## config.mk

```make
export PLATFORM = sky130hd
export DESIGN_NAME = mul_sequencer
export DESIGN_NICKNAME = d
export VERILOG_FILES = /design/src/rtl/mul_sequencer.sv
export SDC_FILE = /design/constraint.sdc
export NUM_CORES = 1
export LEC_CHECK = 0
export BUFFER_PORTS_ARGS = -buffer_cell sky130_fd_sc_hd__buf_4
export CAP_MARGIN = 40
export CORE_ASPECT_RATIO = 0.5
export CORE_MARGIN = 4
export CORE_UTILIZATION = 55
export CTS_CLUSTER_SIZE = 30
export DETAILED_ROUTE_END_ITERATION = 12
export MAX_ROUTING_LAYER = met4
export PLACE_DENSITY_LB_ADDON = 0.3
export SLEW_MARGIN = 20
export SYNTH_ARGS = -nofsm -noshare
export SYNTH_HDL_FRONTEND = slang
export SYNTH_SLANG_ARGS = --single-unit
```

## constraint.sdc

```tcl
create_clock -name clk -period 9.2 [get_ports clk]
set_input_delay 0.46 -clock clk [delete_from_list [all_inputs] [get_ports clk]]
set_output_delay 0.46 -clock clk [all_outputs]
set_load 0.05 [all_outputs]
```

## src/rtl/mul_sequencer.sv

```systemverilog
// Multi-cycle RV32M multiply sequencer: radix-2 shift-add over magnitudes,
// sign fix-up at the end, selected product half returned with a done strobe.
module mul_sequencer #(
   parameter int XLEN = 32
) (
   input  logic            clk,
   input  logic            rst_n,
   input  logic            start,
   input  logic [2:0]      funct3,
   input  logic [XLEN-1:0] operand1,
   input  logic [XLEN-1:0] operand2,
   output logic            busy,
   output logic            stall,
   output logic            done,
   output logic [XLEN-1:0] result
);

   // state | meaning
   // IDLE  | waiting for a multiply request
   // LOAD  | form operand magnitudes and negate flag, clear accumulator
   // RUN   | one shift-add step per cycle, XLEN cycles
   // FIX   | apply sign correction, select product half into result
   // DONE  | done strobe, result valid
   typedef enum logic [2:0] {
      S_IDLE,
      S_LOAD,
      S_RUN,
      S_FIX,
      S_DONE
   } state_t;

   localparam int CNT_W = $clog2(XLEN);
   localparam logic [CNT_W-1:0] CNT_LAST = CNT_W'(XLEN - 1);

   localparam logic [1:0] F_MUL    = 2'b00;
   localparam logic [1:0] F_MULH   = 2'b01;
   localparam logic [1:0] F_MULHSU = 2'b10;

   state_t              state_q, state_d;
   logic [1:0]          f3_q, f3_d;
   logic [XLEN-1:0]     op1_q, op1_d;
   logic [XLEN-1:0]     op2_q, op2_d;
   logic [2*XLEN-1:0]   mcand_q, mcand_d;
   logic [XLEN-1:0]     mplier_q, mplier_d;
   logic [2*XLEN-1:0]   acc_q, acc_d;
   logic [CNT_W-1:0]    cnt_q, cnt_d;
   logic                neg_q, neg_d;
   logic [XLEN-1:0]     result_q, result_d;

   logic                sign1;
   logic                sign2;
   logic [XLEN-1:0]     mag1;
   logic [XLEN-1:0]     mag2;
   logic [2*XLEN-1:0]   product;

   assign sign1 = ((f3_q == F_MULH) || (f3_q == F_MULHSU)) && op1_q[XLEN-1];
   assign sign2 = (f3_q == F_MULH) && op2_q[XLEN-1];
   // Negating the most negative value wraps to itself, which is its correct unsigned magnitude.
   assign mag1  = sign1 ? (~op1_q + 1'b1) : op1_q;
   assign mag2  = sign2 ? (~op2_q + 1'b1) : op2_q;
   assign product = neg_q ? (~acc_q + (2*XLEN)'(1)) : acc_q;

   always_ff @(posedge clk) begin
      if (!rst_n) begin
         state_q  <= S_IDLE;
         f3_q     <= '0;
         op1_q    <= '0;
         op2_q    <= '0;
         mcand_q  <= '0;
         mplier_q <= '0;
         acc_q    <= '0;
         cnt_q    <= '0;
         neg_q    <= 1'b0;
         result_q <= '0;
      end else begin
         state_q  <= state_d;
         f3_q     <= f3_d;
         op1_q    <= op1_d;
         op2_q    <= op2_d;
         mcand_q  <= mcand_d;
         mplier_q <= mplier_d;
         acc_q    <= acc_d;
         cnt_q    <= cnt_d;
         neg_q    <= neg_d;
         result_q <= result_d;
      end
   end

   always_comb begin
      state_d  = state_q;
      f3_d     = f3_q;
      op1_d    = op1_q;
      op2_d    = op2_q;
      mcand_d  = mcand_q;
      mplier_d = mplier_q;
      acc_d    = acc_q;
      cnt_d    = cnt_q;
      neg_d    = neg_q;
      result_d = result_q;
      case (state_q)
         S_IDLE: begin
            if (start && !funct3[2]) begin
               f3_d    = funct3[1:0];
               op1_d   = operand1;
               op2_d   = operand2;
               state_d = S_LOAD;
            end
         end
         S_LOAD: begin
            mcand_d  = {{XLEN{1'b0}}, mag1};
            mplier_d = mag2;
            neg_d    = sign1 ^ sign2;
            acc_d    = '0;
            cnt_d    = '0;
            state_d  = S_RUN;
         end
         S_RUN: begin
            if (mplier_q[0]) begin
               acc_d = acc_q + mcand_q;
            end
            mcand_d  = mcand_q << 1;
            mplier_d = mplier_q >> 1;
            cnt_d    = cnt_q + 1'b1;
            if (cnt_q == CNT_LAST) begin
               state_d = S_FIX;
            end
         end
         S_FIX: begin
            result_d = (f3_q == F_MUL) ? product[XLEN-1:0] : product[2*XLEN-1:XLEN];
            state_d  = S_DONE;
         end
         S_DONE: begin
            state_d = S_IDLE;
         end
         default: begin
            state_d = S_IDLE;
         end
      endcase
   end

   assign busy   = (state_q != S_IDLE);
   assign done   = (state_q == S_DONE);
   assign stall  = busy | (start & ~funct3[2] & (state_q == S_IDLE));
   assign result = result_q;

endmodule

```

==> results.yml, run 1 <==
run_status:
  outcome: "finished, final reports clean"
drt:
  wl_mm: 45.7
  drc: 0
  ant_nets: 0
  drt-vias-per-instance: 6.08
  drt_first_pass_iters: 5
  num_vias: 15400
  routedWlPerCell_um: 18.1
  drt_iter0_drc: 1378
synthesis:
  synth_seq_cells: 267
  syn_inst: 2108
  synth.area.top_cells: "dfxtp_1 33%, nand2_1 6.9%, o21ai_0 6.3%"
  syn_area_sq_um: 16400
  synth.largest_area_cell: "dfxtp_1"
  synthArstFlopShare_pct: 0
  yosysSeqAreaShare_pct: 32.5
  synth-edff-count: 0
  synth.distinct_cells: 73
  yosys.area.top_type_share_pct: 32.5
  ys.flop_type: "dfxtp_1"
  yosysWarnings: 0
  syn_avg_cell_area_sq_um: 7.80
  synth_fp_nets: 2249
final_layout:
  final_cell_mix: "301 x nand2_1, 266 x dfxtp_1, 207 x o21ai_0, 122 x a21oi_1, 119 x buf_4"
  area.growth.synth_to_final_pct: 11.2
  seq_area_sq_um: 5350
  multi_input_area_sq_um: 10400
  fin_area_sq_um: 18300
  final_nets: 2256
  fillerInstances: 2617
  drive_above_1_share_pct: 8.95
  mostFrequentLayoutCell: "nand2_1"
clock_tree:
  cts_buffer_depth: 3
  cts_buffers: 25
  htreeDepth: 1
  clkSinkCount: 267
  clkSlewWorstSetupHoldPaths_ns: 0.07
  clkLatencyLatePin_ns: 0.56
  cts_setup_buffers: 0
  cts_tree: "yes"
  cts_resized: 0
  cts_hold_buf: 0
  root_buffer: "clkbuf_16"
floorplanning:
  core_sq_um: 29200
  start_util_pct: 56.3
  die_w_um: 253
  dieArea_sq_um: 32900
  rows: 44
  ios: 105
  die_y_um: 130
setup_path:
  worstPathRequired_ns: 9.68
  worstPathArrival_ns: 4.73
  worstSetupPathType: "register to register"
  path_max_fanout: 8
  endpoint_kind: "register"
  critPathLaunchType: "register"
sta:
  period_share_pct: 46.1
  setup_tns_ns: 0
  setup_viol: 0
  clock_skew_ns: 0.0105
  relSlewSlack_pct: 43.3
  grt_setup_unrepaired: "false"
  achievable-frequency_mhz: 236
  tightest_slew_ns: 0.843
  hold_violations: 0
  fin_crit_ns: 4.24
  maxSlewViolCount: 0
power_and_ir_drop:
  irDropWorstVdd_mv: 0.156
  p_leak_nw: 7.36
  powerDensity_nw_per_um2: 171
worst_hold_path:
  holdCritPathClass: "primary input to register"
run:
  max_cap_violations: 0
global_routing:
  antenna_found_initial: 1
  overflow: 0
  first_global_vias: 13900
  track_usage_pct: 27.8
  grt_max_degree: 85
  grt_pass1_wl_mm: 73.0
placement:
  hpwlAfterDp_mm: 32.8
  placed_area_sq_um: 17400
  port_buffers: 104
  place_congestion: 0.979
path summary, 6_finish.rpt:
kind	startpoint	end	slack [ns]	depth (start not counted)
max	acc_q[8]	acc_q[57]	4.96	12
min	operand2[29]	op2_q[29]	0.15	3
max reg2reg	acc_q[8]	acc_q[57]	4.96	12
min reg2reg	result[18]	result[18]	0.45	2
cell type report:
| type | count | area share [%] |
|---|---|---|
| multi-input combinational | 1658 | 57.1 |
| tap | 391 | 2.67 |
| antenna | 1 | 0.0137 |
| timing repair buffer | 123 | 5.33 |
| clock buffer | 35 | 4.01 |
| sequential | 267 | 29.2 |
| clock inverter | 11 | 0.875 |
| inverter | 40 | 0.821 |
registers in the layout (all words and copies together), names as in the netlist:
| signal | count |
|---|---|
| state_q | 3 |
| mplier_q | 32 |
| mcand_q | 64 |
| neg_q | 1 |
| result | 32 |
| cnt_q | 5 |
| acc_q | 64 |
| f3_q | 2 |
| op1_q | 32 |
| op2_q | 32 |
synthesized netlist by cell type, types with 8 or more instances:
master / count
nor4_1: 20
a31oi_1: 16
o21bai_1: 10
o41ai_1: 10
a32o_1: 8
a21boi_0: 89
o31ai_1: 23
a21o_1: 52
and2_1: 87
o21ai_0: 207
or3_1: 25
nand3_1: 56
buf_1: 10
and3_1: 11
a21oi_1: 122
nand4_1: 18
inv_1: 39
nor2b_1: 52
nor3b_1: 8
or4_1: 14
nand2_1: 301
nor3_1: 32
dfxtp_1: 267
nor2_1: 77
a211oi_1: 10
xnor2_1: 81
ha_1: 70
a22oi_1: 95
xor2_1: 69
clkbuf_1: 130
worst max-delay path, stage by stage, from the launching register on:
cell and delay (ns):
dfxtp_1 0.46, ha_1 0.37, a21o_1 0.21, nor2b_1 0.14, o311a_1 0.31, o311ai_1 0.58, a21oi_1 0.23, o41ai_1 0.77
o311ai_1 0.35, a21oi_1 0.34, o21bai_1 0.13, xnor2_1 0.13, o21ai_0 0.15
per-stage QoR:
| step | utilization, % | worst slack (ns) | total power, mW | instances | hold WS [ns] |
|---|---|---|---|---|---|
| final | 62.6 | 4.96 | 3.13 | 2526 | 0.151 |
| after global routing | 62.6 | 4.71 | 3.27 | 2526 | 0.144 |
| after CTS | 62.5 | 5.05 | 3.14 | 2524 | 0.135 |
| after detailed placement | 59.5 | 5.09 | 2.02 | 2478 | 0.449 |
| after global placement | 59.2 | 5.10 | 1.98 | 2474 | 0.435 |
| after floorplan | - | 5.80 | 1.80 | 2108 | 0.441 |
power by group:
group	switching (mW)	total (mW)	internal (mW)
logic	0.512	0.725	0.214
registers	0.0644	1.28	1.21
clock network	0.484	1.13	0.648
total	1.06	3.13	2.07
routing by layer:
metal,up-vias,wire length (um),global-route usage [%]
met5,-,0,-
met4,0,1110,6.84
met3,74,3830,5.18
met2,557,19600,42.2
met1,7170,21200,38.4
li1,7558,-,-
cells by family after synthesis:
| group | Yosys count | share of synthesized area, % |
|---|---|---|
| buf+inv | 183 | 4.20 |
| mux | 7 | 0.586 |
| flops | 267 | 32.5 |
| fa+ha+maj | 71 | 5.45 |
| simple gates | 727 | 21.7 |
| compound gates | 703 | 27.6 |
| xor+xnor | 150 | 7.99 |
Note: power is estimated with default switching activity, not from simulation.
==> inputs of run 2 (changes only) <==
clock period = 3.4 ns   (was 9.2 ns; I/O delays follow)
==> results.yml, run 2 (same netlist as run 1, synthesis figures left out) <==
floorplanning:
  dieArea_sq_um: 32900
  rows: 44
  core_sq_um: 29200
  start_util_pct: 56.3
  die_y_um: 130
  ios: 105
  die_w_um: 253
placement:
  place_congestion: 0.984
  hpwlAfterDp_mm: 34.6
  placed_area_sq_um: 18300
  port_buffers: 104
  dp.cells: 2606
global_routing:
  overflow: 0
  antenna_found_initial: 1
  grt_pass1_wl_mm: 77.7
  first_global_vias: 14800
  grt_max_degree: 205
  track_usage_pct: 29.7
sta:
  maxSlewViolCount: 0
  achievable-frequency_mhz: 293
  period_share_pct: 100
  hold_violations: 0
  grt_setup_unrepaired: "true"
  fin_crit_ns: 3.41
  relSlewSlack_pct: 45.5
  setup_slack_ns: -0.0101
  clock_skew_ns: 0.0223
  setup_viol: 2
  worst_hold_slack_ns: 0.131
  tightest_slew_ns: 0.817
run_status:
  violations: "negative setup slack"
  outcome: "finished with violations"
drt:
  ant_nets: 0
  routedWlPerCell_um: 18.0
  drt_first_pass_iters: 6
  num_vias: 16200
  drt-vias-per-instance: 5.94
  drt_iter0_drc: 1245
  wl_mm: 49.2
  drc: 0
setup_path:
  critPathLaunchType: "register"
  path_max_fanout: 5
  worstPathArrival_ns: 3.91
  worstSetupPathType: "register to register"
  endpoint_kind: "register"
  worstPathRequired_ns: 3.90
final_layout:
  area.growth.synth_to_final_pct: 23.1
  mostFrequentLayoutCell: "nand2_1"
  final_cell_mix: "299 x nand2_1, 257 x dfxtp_1, 252 x buf_4, 198 x o21ai_0, 116 x a21oi_1"
  stdcell_count: 2729
  drive_above_1_share_pct: 16.1
  top_regs: "acc_q: 64 flops, mcand_q: 64 flops"
  final_nets: 2460
  fillerInstances: 2392
  multi_input_area_sq_um: 10700
  fin_area_sq_um: 20200
  seq_area_sq_um: 5360
  post-route-util_pct: 69.2
clock_tree:
  cts_buffer_depth: 3
  clkSinkCount: 267
  clkLatencyLatePin_ns: 0.56
  htreeDepth: 1
  clkSlewWorstSetupHoldPaths_ns: 0.07
  root_buffer: "clkbuf_16"
  cts_buffers: 25
  cts_tree: "yes"
power_and_ir_drop:
  irDropWorstVdd_mv: 0.386
  powerDensity_nw_per_um2: 425
  totalPowerFinal_mw: 8.60
  p_leak_nw: 8.42
run:
  max_cap_violations: 0
worst_hold_path:
  holdCritPathClass: "primary input to register"
-- run 2: through the flow --
stage	setup TNS, ns	setup WS, ns
after detailed placement	-0.145	-0.143
after global routing	-0.893	-0.126
after global placement	-0.0941	-0.0941
final	-0.0171	-0.0101
after floorplan	0	0.00253
after CTS	-0.00403	-0.00403
-- run 2: cell type report --
cell class	count	area share, %
multi-input combinational	1658	52.9
clock buffer	30	3.28
clock inverter	15	0.946
sequential	267	26.5
inverter	40	0.742
tap	391	2.42
antenna	1	0.0124
timing repair buffer	327	13.2
-- run 2: timing repair --
action                                 in CTS  in global routing
setup buffers                               0                  7
endpoints found under the hold margin      71                  0
hold buffers                               67                  0
setup endpoints to repair                   8                 40
pin swaps                                   0                 21
cloned                                      0                  1
gates resized for setup                     5                 67
-- run 2: report_power, final --
group / total (mW) / internal [mW] / switching [mW]
clock: 3.03 / 1.71 / 1.32
combinational: 2.11 / 0.673 / 1.44
sequential: 3.45 / 3.28 / 0.176
-- run 2: worst paths after layout --
path               from          to  slack (ns)  depth (start not counted)
max           acc_q[21]  result[31]       -0.01                         11
min               start  state_q[0]        0.13                          4
max reg2reg   acc_q[21]  result[31]       -0.01                         11
min reg2reg  result[24]  result[24]        0.44                          2
-- run 2: per-layer routing --
metal	GRT usage (%)	share of wire, %	up-vias
met5	-	0	-
met4	7.33	2.5	0
met3	5.64	7.5	97
met2	46.0	44	570
met1	40.4	46	7557
li1	-	-	7981
-- run 2: worst max-delay path: stages, from the launching register on --
cell and delay (ns):
dfxtp_1 0.32, or3_4 0.39, or4_4 0.42, or4_4 0.46
or3_4 0.43, nor4_4 0.36, nand3_2 0.19, nor3_4 0.28
o221a_2 0.22, o211a_1 0.14, a21oi_2 0.03, nor2b_1 0.09
